==> src/rtl/tone_sequencer.sv <==
// Table-driven melody player: steps through {freq, dur, mode} entries on a
// tick timebase and drives the DDS frequency select, waveform mode and mute.
module tone_sequencer #(
  parameter int CLK_HZ     = 25000000,
  parameter int TICK_HZ    = 1000,
  parameter int PHASEWIDTH = 48,
  parameter int M_ONE_HZ   = 344,
  parameter int DEPTH      = 16,
  parameter int FREQ_W     = 12,
  parameter int DUR_W      = 10,
  parameter int GAP_TICKS  = 10,
  localparam int AW        = $clog2(DEPTH)
) (
  input  logic                  clk_25mhz,
  input  logic                  rst_n,
  input  logic                  wr_en,
  input  logic [AW-1:0]         wr_addr,
  input  logic [FREQ_W-1:0]     wr_freq,
  input  logic [DUR_W-1:0]      wr_dur,
  input  logic [1:0]            wr_mode,
  input  logic [AW:0]           len,
  input  logic                  start,
  input  logic                  stop,
  input  logic                  loop,
  output logic [PHASEWIDTH-1:0] fsel,
  output logic [1:0]            mode,
  output logic                  mute,
  output logic                  busy,
  output logic                  done,
  output logic [AW-1:0]         cur_idx
);

  localparam int TICK_DIV = (CLK_HZ / TICK_HZ < 1) ? 1 : CLK_HZ / TICK_HZ;
  localparam int PW       = (TICK_DIV > 1) ? $clog2(TICK_DIV) : 1;
  localparam int GW       = $clog2(GAP_TICKS + 2);
  localparam int CW       = (DUR_W > GW) ? DUR_W : GW;

  typedef enum logic [1:0] {IDLE, NOTE, GAP} state_t;

  state_t                r_state;
  logic [PW-1:0]         r_presc;
  logic [CW-1:0]         r_ticks;
  logic [AW:0]           r_len;
  logic [AW-1:0]         r_idx;
  logic [PHASEWIDTH-1:0] r_fsel;
  logic [1:0]            r_mode;
  logic                  r_mute;
  logic                  r_busy;
  logic                  r_done;

  logic [FREQ_W-1:0]     r_freq_mem [DEPTH];
  logic [DUR_W-1:0]      r_dur_mem  [DEPTH];
  logic [1:0]            r_mode_mem [DEPTH];

  logic [AW:0]           w_idx_inc;
  logic                  w_more;
  logic [AW-1:0]         w_rd_idx;
  logic [FREQ_W-1:0]     w_rd_freq;
  logic [DUR_W-1:0]      w_rd_dur;
  logic [1:0]            w_rd_mode;
  logic [PHASEWIDTH-1:0] w_note_fsel;
  logic [CW-1:0]         w_note_ticks;
  logic                  w_tick_end;
  logic [AW:0]           w_eff_len;
  logic                  w_start;

  // Table storage is deliberately unreset; it only accepts writes while idle.
  always_ff @(posedge clk_25mhz) begin
    if (wr_en && r_state == IDLE) begin
      r_freq_mem[wr_addr] <= wr_freq;
      r_dur_mem[wr_addr]  <= wr_dur;
      r_mode_mem[wr_addr] <= wr_mode;
    end
  end

  assign w_idx_inc    = {1'b0, r_idx} + (AW+1)'(1);
  assign w_more       = w_idx_inc < r_len;
  assign w_rd_idx     = (r_state != IDLE && w_more) ? r_idx + AW'(1) : '0;
  assign w_rd_freq    = r_freq_mem[w_rd_idx];
  assign w_rd_dur     = r_dur_mem[w_rd_idx];
  assign w_rd_mode    = r_mode_mem[w_rd_idx];
  assign w_note_fsel  = PHASEWIDTH'((FREQ_W+32)'(w_rd_freq) * (FREQ_W+32)'(M_ONE_HZ));
  assign w_note_ticks = (w_rd_dur == '0) ? CW'(1) : CW'(w_rd_dur);
  assign w_tick_end   = (r_presc == PW'(TICK_DIV - 1));
  assign w_eff_len    = (len > (AW+1)'(DEPTH)) ? (AW+1)'(DEPTH) : len;
  assign w_start      = start && !stop && (len != '0);

  // r_ticks counts the ticks left in the current NOTE or GAP, including the one in progress.
  always_ff @(posedge clk_25mhz or negedge rst_n) begin
    if (!rst_n) begin
      r_state <= IDLE;
      r_presc <= '0;
      r_ticks <= '0;
      r_len   <= '0;
      r_idx   <= '0;
      r_fsel  <= '0;
      r_mode  <= '0;
      r_mute  <= 1'b1;
      r_busy  <= 1'b0;
      r_done  <= 1'b0;
    end else begin
      r_done <= 1'b0;
      case (r_state)
        IDLE: begin
          if (w_start) begin
            r_len   <= w_eff_len;
            r_busy  <= 1'b1;
            r_state <= NOTE;
            r_idx   <= w_rd_idx;
            r_fsel  <= w_note_fsel;
            r_mode  <= w_rd_mode;
            r_mute  <= (w_rd_freq == '0);
            r_ticks <= w_note_ticks;
            r_presc <= '0;
          end
        end
        default: begin
          if (stop) begin
            r_state <= IDLE;
            r_mute  <= 1'b1;
            r_busy  <= 1'b0;
          end else if (!w_tick_end) begin
            r_presc <= r_presc + PW'(1);
          end else begin
            r_presc <= '0;
            if (r_ticks != CW'(1)) begin
              r_ticks <= r_ticks - CW'(1);
            end else if (r_state == NOTE && GAP_TICKS != 0) begin
              r_state <= GAP;
              r_mute  <= 1'b1;
              r_ticks <= CW'(GAP_TICKS);
            end else if (w_more || loop) begin
              r_state <= NOTE;
              r_idx   <= w_rd_idx;
              r_fsel  <= w_note_fsel;
              r_mode  <= w_rd_mode;
              r_mute  <= (w_rd_freq == '0);
              r_ticks <= w_note_ticks;
            end else begin
              r_state <= IDLE;
              r_mute  <= 1'b1;
              r_busy  <= 1'b0;
              r_done  <= 1'b1;
            end
          end
        end
      endcase
    end
  end

  assign fsel    = r_fsel;
  assign mode    = r_mode;
  assign mute    = r_mute;
  assign busy    = r_busy;
  assign done    = r_done;
  assign cur_idx = r_idx;

endmodule

==> config.mk <==
export PLATFORM = sky130hd
export DESIGN_NAME = tone_sequencer
export DESIGN_NICKNAME = d
export VERILOG_FILES = /design/src/rtl/tone_sequencer.sv
export SDC_FILE = /design/constraint.sdc
export NUM_CORES = 1
export LEC_CHECK = 0
export CAP_MARGIN = 20
export CORE_ASPECT_RATIO = 1.4
export CORE_UTILIZATION = 25
export DETAILED_ROUTE_END_ITERATION = 7
export PLACE_DENSITY = 0.47
export SKIP_CTS_REPAIR_TIMING = 1
export SLEW_MARGIN = 20
export SYNTH_ARGS = -nofsm -noshare
export SYNTH_HDL_FRONTEND = slang
export SYNTH_SLANG_ARGS = --single-unit
==> constraint.sdc <==
create_clock -name clk_25mhz -period 9.36 [get_ports clk_25mhz]
set_clock_uncertainty 0.15 [all_clocks]
set_input_delay 1.872 -clock clk_25mhz [delete_from_list [all_inputs] [get_ports clk_25mhz]]
set_output_delay 1.872 -clock clk_25mhz [all_outputs]
set_load 0.05 [all_outputs]
==> run_results.csv <==
group,metric,value,unit
floorplanning,design.die.area,82600,sq um
worst_setup_path,cp_common_cell,"ha_1",
placement,dp.cells,2697,
final_layout,antenna_cells,0,
worst_setup_path,cp-end-kind,"register",
worst_setup_path,critPathLaunchType,"register",
min_path,holdCritStartpoint,"fsel[17]$_DFFE_PN0P_",
yosys,syn_area_per_cell,12.6,sq um
min_path,hold_class,"reg -> reg",
yosys,yosysWarnings,0,
final_layout,nets,1796,
yosys,synthTopCellsByArea,"edfxtp_1 (57%), dfrtp_1 (7.1%), nand2_1 (4.1%)",
placement,io_buffers,65,
run,maxCapViolations,0,
routing,drtPass1Iterations,5,
placement,gp_congestion,0.801,
worst_setup_path,crit_buf_inv,4,
floorplanning,coreArea,80500,sq um
routing,drtIter0Drc,865,
floorplanning,fp.dieH,340,um
final_layout,layout-drive-gt1-share,10.4,%
clock_tree,cts.sinks,443,
worst_setup_path,cp_slowest_cell,"xnor2_1",
clock_tree,cts_max_path_buffers,3,
sta,finalSetupTns,0,ns
yosys,async_reset_ff_share,13.3,%
yosys,synth_edf_count,384,
worst_setup_path,critPathArrivalTime,8.90,ns
clock_tree,cts_inserted_buffers,43,
yosys,yosysTopAreaCell,"edfxtp_1",
clock_tree,htree_levels,2,
routing,drc_errors,0,
worst_setup_path,required,9.66,ns
worst_setup_path,worstSetupPathType,"reg -> reg",
clock_tree,root_buffer,"clkbuf_16",
clock_tree,clk_pin_slew,0.07,ns
final_layout,final_area,23800,sq um
yosys,ys_types,81,
final_layout,nFillCells,8096,
sta,setup_slack,0.764,ns
sta,slew_headroom,35.0,%
floorplanning,dieWidth,243,um
final_layout,ff_latch_area,13000,sq um
sta,grt_setup_unrepaired,"false",
grt,grt_max_degree,77,
yosys,synthTopCellsByCount,"edfxtp_1 (384), nand2_1 (223), o21ai_0 (117)",
grt,antenna_found_initial,5,
clock_tree,cts_tree,"yes",
final_layout,synthToLayoutAreaGrowth,17.1,%
outcome,status,"finished, final reports clean",
sta,slew_violations,0,
grt,gr-total-overflow,0,
worst_setup_path,r2r_start,"cur_idx[2]$_DFFE_PN0P_",
routing,avgViaCountPerCell,4.72,
floorplanning,ioPinCount,96,
worst_setup_path,critPathMaxFanout,34,
floorplanning,start_util,25.3,%
grt,grt_usage,13.5,%
routing,ant_nets,0,
yosys,synthCells,1612,
yosys,yosysMostFrequentCell,"edfxtp_1",
placement,placed_cell_area,22400,sq um
clock_tree,insertion_delay,0.58,ns
grt,grt_pass1_vias,12849,
placement,place_ws,0.754,ns
final_layout,multi_input_area,6770,sq um
sta,tightest_slew,0.976,ns
worst_setup_path,max_stage_delay,0.62,ns
yosys,ys_ff_latch,443,
final_layout,finalNonFillerCells,2773,
yosys,ys_seq_area_share,63.9,%
routing,vias,13096,
sta,finalCritPeriodShare,91.8,%
placement,dp_hpwl,34100,um
yosys,yosysTopAreaCellShare,56.7,%
yosys,syn_area,20400,sq um
yosys,ys.flop_type,"edfxtp_1",
grt,grt_pass1_wl,83600,um
worst_setup_path,cp_top_family,"compound AO/OA/AOI/OAI gates",
routing,wl_per_cell,20.2,um
worst_setup_path,startpoint,"cur_idx[2]$_DFFE_PN0P_",
routing,wl,56100,um
worst_setup_path,r2r_setup_slack,0.76,ns
sta,setup_viol,0,
sta,fmax,116,MHz
sta,hold_viol,0,
floorplanning,num_rows,123,
sta,min_period,8.60,ns
worst register-to-register path: cells and delay by family, from the launching register on:
family	cells	cell delay, ns
xor gates and xnor gates	1	0.62
AOI/OAI and AO/OA	11	3.21
buffers and inverters	4	0.94
and+or+nand+nor	5	0.94
DFF	1	0.45
adders and majority gates	5	1.93
muxes	1	0.23
routing by layer:
metal / vias to the layer above / share of wire, % / track usage (%) / wire length [um]
met1: 6587 / 43 / 16.8 / 24300
met3: 82 / 4.0 / 1.95 / 2250
met4: 10 / 2.7 / 4.36 / 1500
met2: 321 / 50 / 23.7 / 28000
met5: - / 0.10 / 0 / 57
li1: 6096 / - / - / -
flip-flops by register name, summed over array words and instances (netlist names), 2 cells and up:
signal,cells
cur_idx,4
fsel,18
mode,2
r_dur_mem,160
r_freq_mem,192
r_len,5
r_mode_mem,32
r_presc,15
r_state,2
r_ticks,10
layout make-up:
type                            count  area share, %
Timing Repair Buffer              110           4.28
Sequential cell                   443           54.6
Multi-Input combinational cell   1019           28.4
Clock inverter                     23           1.33
Inverter                           63          0.998
Clock buffer                       53           4.80
Tap cell                         1062           5.58
stage by stage:
| stage | utilization, % | hold slack, ns |
|---|---|---|
| after floorplan | - | 0.299 |
| after global placement | 27.8 | 0.314 |
| after detailed placement | 27.8 | 0.322 |
| after CTS | 29.6 | 0.336 |
| after global routing | 29.6 | 0.353 |
| final | 29.6 | 0.330 |
cell usage in the layout, fill, tap and decap left out, drive strengths merged, types with 8 or more instances in the layout:
cell type and instances:
nand2b 9, ha 60, and3 14, dfrtp 58
o211ai 19, a221oi 26, nand4 8, a21oi 57
mux2 16, nor3 35, a31oi 16, or3 19
o31ai 8, nor2 71, mux4 10, nand2 224
conb 30, a21o 10, fa 17, clkbuf 53
edfxtp 384, buf 46, mux2i 34, inv 65
clkdlybuf4s50 64, nand3 91, o21a 8, o21ai 117
clkinv 13
final timing paths:
check                                          to  cells after the start
hold reg to reg              fsel[17]$_DFFE_PN0P_                      2
min in group asynchronous  r_presc[6]$_DFFE_PN0P_                      2
setup / recovery             fsel[20]$_DFFE_PN0P_                     27
setup reg to reg             fsel[20]$_DFFE_PN0P_                     27
max in group asynchronous  cur_idx[0]$_DFFE_PN0P_                      2
hold / removal               fsel[17]$_DFFE_PN0P_                      2
kinds of logic after synthesis:
logic type / Yosys count / share of synthesized area, %
adders and majority gates: 77 / 5.36
DFF: 443 / 63.9
AOI/OAI and AO/OA: 328 / 10.6
xor gates and xnor gates: 13 / 0.559
muxes: 60 / 3.66
and+or+nand+nor: 511 / 11.8
buffers and inverters: 179 / 4.06
other: 1 / 0.0184
Power is left out: the tool's default activity adds up to more than one toggle a clock period on the data nets, which glitch-free logic cannot reach.
